**config.mk**
```make
export PLATFORM = sky130hd
export DESIGN_NAME = alu_operand_stage
export DESIGN_NICKNAME = d
export VERILOG_FILES = /design/src/rtl/alu_operand_stage.sv
export SDC_FILE = /design/constraint.sdc
export NUM_CORES = 1
export LEC_CHECK = 0
export CAP_MARGIN = 25
export CORE_MARGIN = 4
export CORE_UTILIZATION = 45
export DETAILED_ROUTE_END_ITERATION = 10
export GPL_ROUTABILITY_DRIVEN = 0
export PLACE_DENSITY = 0.86
export SLEW_MARGIN = 20
export SYNTH_ARGS = -nofsm -noshare
export SYNTH_HDL_FRONTEND = slang
export SYNTH_SLANG_ARGS = --single-unit
```
**constraint.sdc**
```tcl
create_clock -name clk -period 2.8 [get_ports clk]
set_clock_uncertainty 0.05 [all_clocks]
set_input_delay 0.56 -clock clk [delete_from_list [all_inputs] [get_ports clk]]
set_output_delay 0.56 -clock clk [all_outputs]
set_load 0.1 [all_outputs]
```
**src/rtl/alu_operand_stage.sv**
```systemverilog
// rtl/alu_operand_stage.sv - operand capture, forwarding and load-use stall stage ahead of the ALU
module alu_operand_stage (
  input  logic        clk,
  input  logic        reset_n,
  // decode side
  input  logic        in_valid,
  output logic        in_ready,
  input  logic [3:0]  in_op,
  input  logic [3:0]  in_ra,
  input  logic [3:0]  in_rb,
  input  logic [15:0] in_va,
  input  logic [15:0] in_vb,
  input  logic        in_use_b,
  input  logic [3:0]  in_dst,
  input  logic        in_wr,
  // execute/mem stage result
  input  logic        ex_wr,
  input  logic [3:0]  ex_dst,
  input  logic [15:0] ex_val,
  input  logic        ex_ld,
  // writeback stage result
  input  logic        wb_wr,
  input  logic [3:0]  wb_dst,
  input  logic [15:0] wb_val,
  // squash
  input  logic        flush,
  // ALU side
  output logic        out_valid,
  input  logic        out_ready,
  output logic [3:0]  out_op,
  output logic [15:0] out_a,
  output logic [15:0] out_b,
  output logic [3:0]  out_dst,
  output logic        out_wr,
  output logic [15:0] stall_cnt
);

  logic        out_valid_q, out_valid_d;
  logic [3:0]  out_op_q,    out_op_d;
  logic [15:0] out_a_q,     out_a_d;
  logic [15:0] out_b_q,     out_b_d;
  logic [3:0]  out_dst_q,   out_dst_d;
  logic        out_wr_q,    out_wr_d;
  logic [15:0] stall_cnt_q, stall_cnt_d;

  logic        hazard;
  logic        space;
  logic        accept;
  logic        ex_hit_a, ex_hit_b, wb_hit_a, wb_hit_b;
  logic [15:0] fwd_a, fwd_b;

  // Load-use hazard, free-slot detection and the combinational input handshake
  always_comb begin
    hazard   = in_valid & ex_wr & ex_ld &
               ((ex_dst == in_ra) | (in_use_b & (ex_dst == in_rb)));
    space    = ~out_valid_q | out_ready;
    // Hold off decode while reset is asserted so nothing is taken before the first clean edge
    in_ready = space & ~hazard & ~flush & reset_n;
    accept   = in_valid & in_ready;
  end

  // Bypass selection: the younger ex result wins over wb, a pending load never forwards
  always_comb begin
    ex_hit_a = ex_wr & ~ex_ld & (ex_dst == in_ra);
    wb_hit_a = wb_wr & (wb_dst == in_ra);
    ex_hit_b = in_use_b & ex_wr & ~ex_ld & (ex_dst == in_rb);
    wb_hit_b = in_use_b & wb_wr & (wb_dst == in_rb);

    if (ex_hit_a)      fwd_a = ex_val;
    else if (wb_hit_a) fwd_a = wb_val;
    else               fwd_a = in_va;

    if (ex_hit_b)      fwd_b = ex_val;
    else if (wb_hit_b) fwd_b = wb_val;
    else               fwd_b = in_vb;
  end

  // Next-state for the output slot: flush squashes, accept loads, a consumed slot drains
  always_comb begin
    out_valid_d = out_valid_q;
    out_op_d    = out_op_q;
    out_a_d     = out_a_q;
    out_b_d     = out_b_q;
    out_dst_d   = out_dst_q;
    out_wr_d    = out_wr_q;

    if (flush) begin
      out_valid_d = 1'b0;
    end else if (accept) begin
      out_valid_d = 1'b1;
      out_op_d    = in_op;
      out_a_d     = fwd_a;
      out_b_d     = fwd_b;
      out_dst_d   = in_dst;
      out_wr_d    = in_wr;
    end else if (out_valid_q & out_ready) begin
      out_valid_d = 1'b0;
    end
  end

  // Saturating count of cycles lost to load-use hazards; backpressure is not counted
  always_comb begin
    stall_cnt_d = stall_cnt_q;
    if (hazard & ~flush & (stall_cnt_q != 16'hFFFF)) begin
      stall_cnt_d = stall_cnt_q + 16'd1;
    end
  end

  // State registers with asynchronous clear
  always_ff @(posedge clk or negedge reset_n) begin
    if (!reset_n) begin
      out_valid_q <= 1'b0;
      out_op_q    <= 4'h0;
      out_a_q     <= 16'h0000;
      out_b_q     <= 16'h0000;
      out_dst_q   <= 4'h0;
      out_wr_q    <= 1'b0;
      stall_cnt_q <= 16'h0000;
    end else begin
      out_valid_q <= out_valid_d;
      out_op_q    <= out_op_d;
      out_a_q     <= out_a_d;
      out_b_q     <= out_b_d;
      out_dst_q   <= out_dst_d;
      out_wr_q    <= out_wr_d;
      stall_cnt_q <= stall_cnt_d;
    end
  end

  assign out_valid = out_valid_q;
  assign out_op    = out_op_q;
  assign out_a     = out_a_q;
  assign out_b     = out_b_q;
  assign out_dst   = out_dst_q;
  assign out_wr    = out_wr_q;
  assign stall_cnt = stall_cnt_q;

endmodule

```
==> implementation parameters <==
Parameter                              Value

Setup path
  Launch point of the worst path    ex_dst[3]
  Startpoint class of the critical path    input port
  Type of the setup path with the least slack    in -> out
  Required arrival time at the worst endpoint    2190 ps
  Register-to-register setup slack    950 ps
  Largest fanout on the critical path    4
  Reg2reg path depth    5
  Start of the worst register-to-register path    stall_cnt[7]
  CP endpoint kind    output port
  Data arrival time at the worst-slack endpoint    2080 ps
  Terminus of the critical flop-to-flop path    stall_cnt[1]

Placed design
  Number of buffers inserted by port buffering    156
  Half-perimeter wire length after placement    8.90 mm

GRT
  Via count of the first global-routing pass    3539
  Overall track demand over capacity in global routing    about a quarter
  Total congestion overflow after global routing    0
  First-pass GRT wire length    18.0 mm
  Pin count of the biggest net entering global routing    59
  Antenna violations before repair    1

STA
  Highest attainable clock frequency    0.372 GHz
  Hold Violations, Final    0
  Final total negative setup slack    0 ps
  Final critical path time including I/O delays and setup    ~2700 ps
  Count of final max-slew check failures    0
  Tcrit/Tclk final    96.0%
  Hold Slack    369 ps
  # setup viols final    0
  Worst relative slew slack    about half
  Transition time of the tightest slew-check pin    approximately 730 ps
  RSZ-0062 raised after global routing    false

Floorplanning
  Die Y-Extent    95.5 µm
  Core ar.    7330 µm²
  Initial Utilization    47.0%
  Number of top-level design ports    around 160
  Standard-cell rows    31
  Die Outline Area    9110 µm²
  Chip Width    95.5 µm

Synthesis
  Count of yosys warnings during synthesis    0
  Area contributors post-synth    dfrtp_1 42%, o31ai_1 7.0%, a221oi_1 5.6%
  Count of different cell masters after synthesis    42
  Top cell types by occurrence after synthesis    58 x dfrtp_1, 33 x nor3_1, 33 x o21ai_0
  Primary flip-flop cell chosen by synthesis mapping    dfrtp_1
  Post-Synthesis Mean Instance Area    10.3 µm²
  Dominant cell by count in the synthesized netlist    dfrtp_1
  Flip-flop and latch count after synthesis    between 50 and 60
  Register area share after synthesis    between 40% and 50%
  Post-synth top area cell    dfrtp_1
  Synthesized cell area    between 3000 and 4000 µm²
  Area share of the leading cell type in the synthesized netlist    between 40% and 50%
  EDFF count, synth    0
  Instance count of the mapped netlist    335
  Synthesized netlist net count    434
  Async set-reset flop share out of synthesis    100%

Clock tree
  Buffer depth of the longest clock path    2
  Post-cts sizing count    0
  Hold buffer count at CTS    0
  H-Tree Level Count    3
  Post-CTS setup repair buffer count    0
  Cts bufs inserted    9
  CTS tree    built
  Worst-skew pair later-pin latency    330 ps
  CTS clk-pin slew, worst paths    70 ps
  CTS root buffer    clkbuf_8
  CTS Sinks    58

Finish
  Area added between synthesis and finish    50.1%
  NumNets Final    590
  Share of final-layout standard cells stronger than drive strength 1    24.2%
  Number of filler instances in the final layout    558

Power
  Static Leak    0.00213 µW
  Comb pwr share    49.4%
  Design internal power    1740 µW
  Maximum resistive drop on vdd    around 0.31 mV
  Power share of the sequential group    a little under a third
  Net switching power figure    1640 µW
  Power density of the placed cells    654 nW/µm²
  Share of total power consumed by net switching    48.5%
  Clock network fraction of total power    19.9%

Route
  Wire length per cell after detailed routing    just under 20 µm
  Drt via density    5.90
  Total number of vias    3514
  Sum of routed wire length over all layers    11.8 mm
  Violation count after the first detailed-routing iteration    209
  Antenna Violating Nets Remaining    0
  DRC Markers    0
  DRT Pass-1 Iters    4

Run
  Max-cap violation count    0

Min path
  Min-Delay Path Class    in -> async

Status
  Outcome    finished clean
-- layout by cell type, fill, tap and decap left out, drive strengths merged, types with 2 or more instances in the layout --
cell / synthesis / routed
xnor2: 19 / 19
or2: 2 / 2
nand2: 7 / 7
mux2: 12 / 12
a221oi: 32 / 32
buf: 11 / 77
and2: 17 / 17
dfrtp: 58 / 58
nor2: 3 / 3
nand2b: 6 / 6
and3: 8 / 8
xor2: 8 / 8
o21ai: 33 / 33
clkdlybuf4s50: 0 / 96
o31ai: 32 / 32
nand3: 13 / 13
o22ai: 2 / 2
and4: 3 / 3
clkinv: 0 / 3
nor3: 34 / 34
nand4: 8 / 8
clkbuf: 17 / 13
-- cells by family (layout without fill, tap and decap cells) --
| kind of cell | after synthesis | count (layout) | share of synthesized area, % |
|---|---|---|---|
| flip-flops | 58 | 58 | 42.2 |
| AO/OA/AOI/OAI | 101 | 101 | 22.8 |
| multiplexers | 13 | 13 | 4.98 |
| AND/OR/NAND/NOR | 106 | 106 | 18.6 |
| other | 0 | 1 | 0 |
| buffers and inverters | 29 | 190 | 4.22 |
| adder cells (fa/ha/maj) | 1 | 1 | 0.363 |
| XOR/XNOR | 27 | 27 | 6.87 |
-- power by group through the flow --
stage / combinational (µW) / sequential [µW] / clock [µW]
finish: 1670 / 1040 / 671
CTS: 1670 / 1040 / 677
detailed placement: 1670 / 1050 / 0
global placement: 1650 / 1050 / 0
floorplan: 260 / 1970 / 0
global route: 1720 / 1060 / 715
-- how the worst max path moves through the flow --
| stage | endpoint | depth (start not counted) |
|---|---|---|
| 2_1_floorplan | in_ready | 5 |
| 3_3_place_gp | in_ready | 6 |
| 3_5_place_dp | in_ready | 6 |
| 4_1_cts | in_ready | 6 |
| 5_1_grt | in_ready | 6 |
| 6_report | in_ready | 6 |
-- per-layer routing --
metal	track usage, %	vias to the layer above	share of wire (%)
li1	-	1605	-
met1	32.4	1681	39
met2	42.4	184	49
met3	4.74	44	7.6
met4	12.7	0	4.3
met5	0	-	0
-- critical path: stages --
cell,delay [ps]
clkdlybuf4s50_1,450
xnor2_1,300
nand4_4,160
o22ai_2,310
a211oi_4,120
buf_12,180
-- through the flow --
stage                     cell area, µm²  power (µW)  setup WS (ps)  utilization (%)  instances
after floorplan                     3450        2230           83.7                -        335
after detailed placement            5000        2720            124             68.2        579
after global placement              5000        2700            185             68.2        579
final                               5160        3380            113             70.5        596
after CTS                           5160        3390            105             70.4        595
after global routing                5160        3490           72.3             70.5        596
-- state kept, by name (all words and copies together) (netlist names) --
| register | flops |
|---|---|
| out_dst | 4 |
| out_a | 16 |
| out_b | 16 |
| stall_cnt | 16 |
| out_op | 4 |
| out_wr | 1 |
| out_valid | 1 |
-- layout make-up --
cell class	instances	area (µm²)	share of cell area (%)
flip-flops and latches	58	1450	28.1
multi-input cells	248	1860	36.0
clock buffers	13	149	2.88
well taps	99	124	2.40
inverters	1	3.75	0.0727
repair buffers	173	1560	30.2
clock inverters	3	15.0	0.291
diodes	1	2.50	0.0484
No activity file was read; power rests on OpenSTA's default activity.
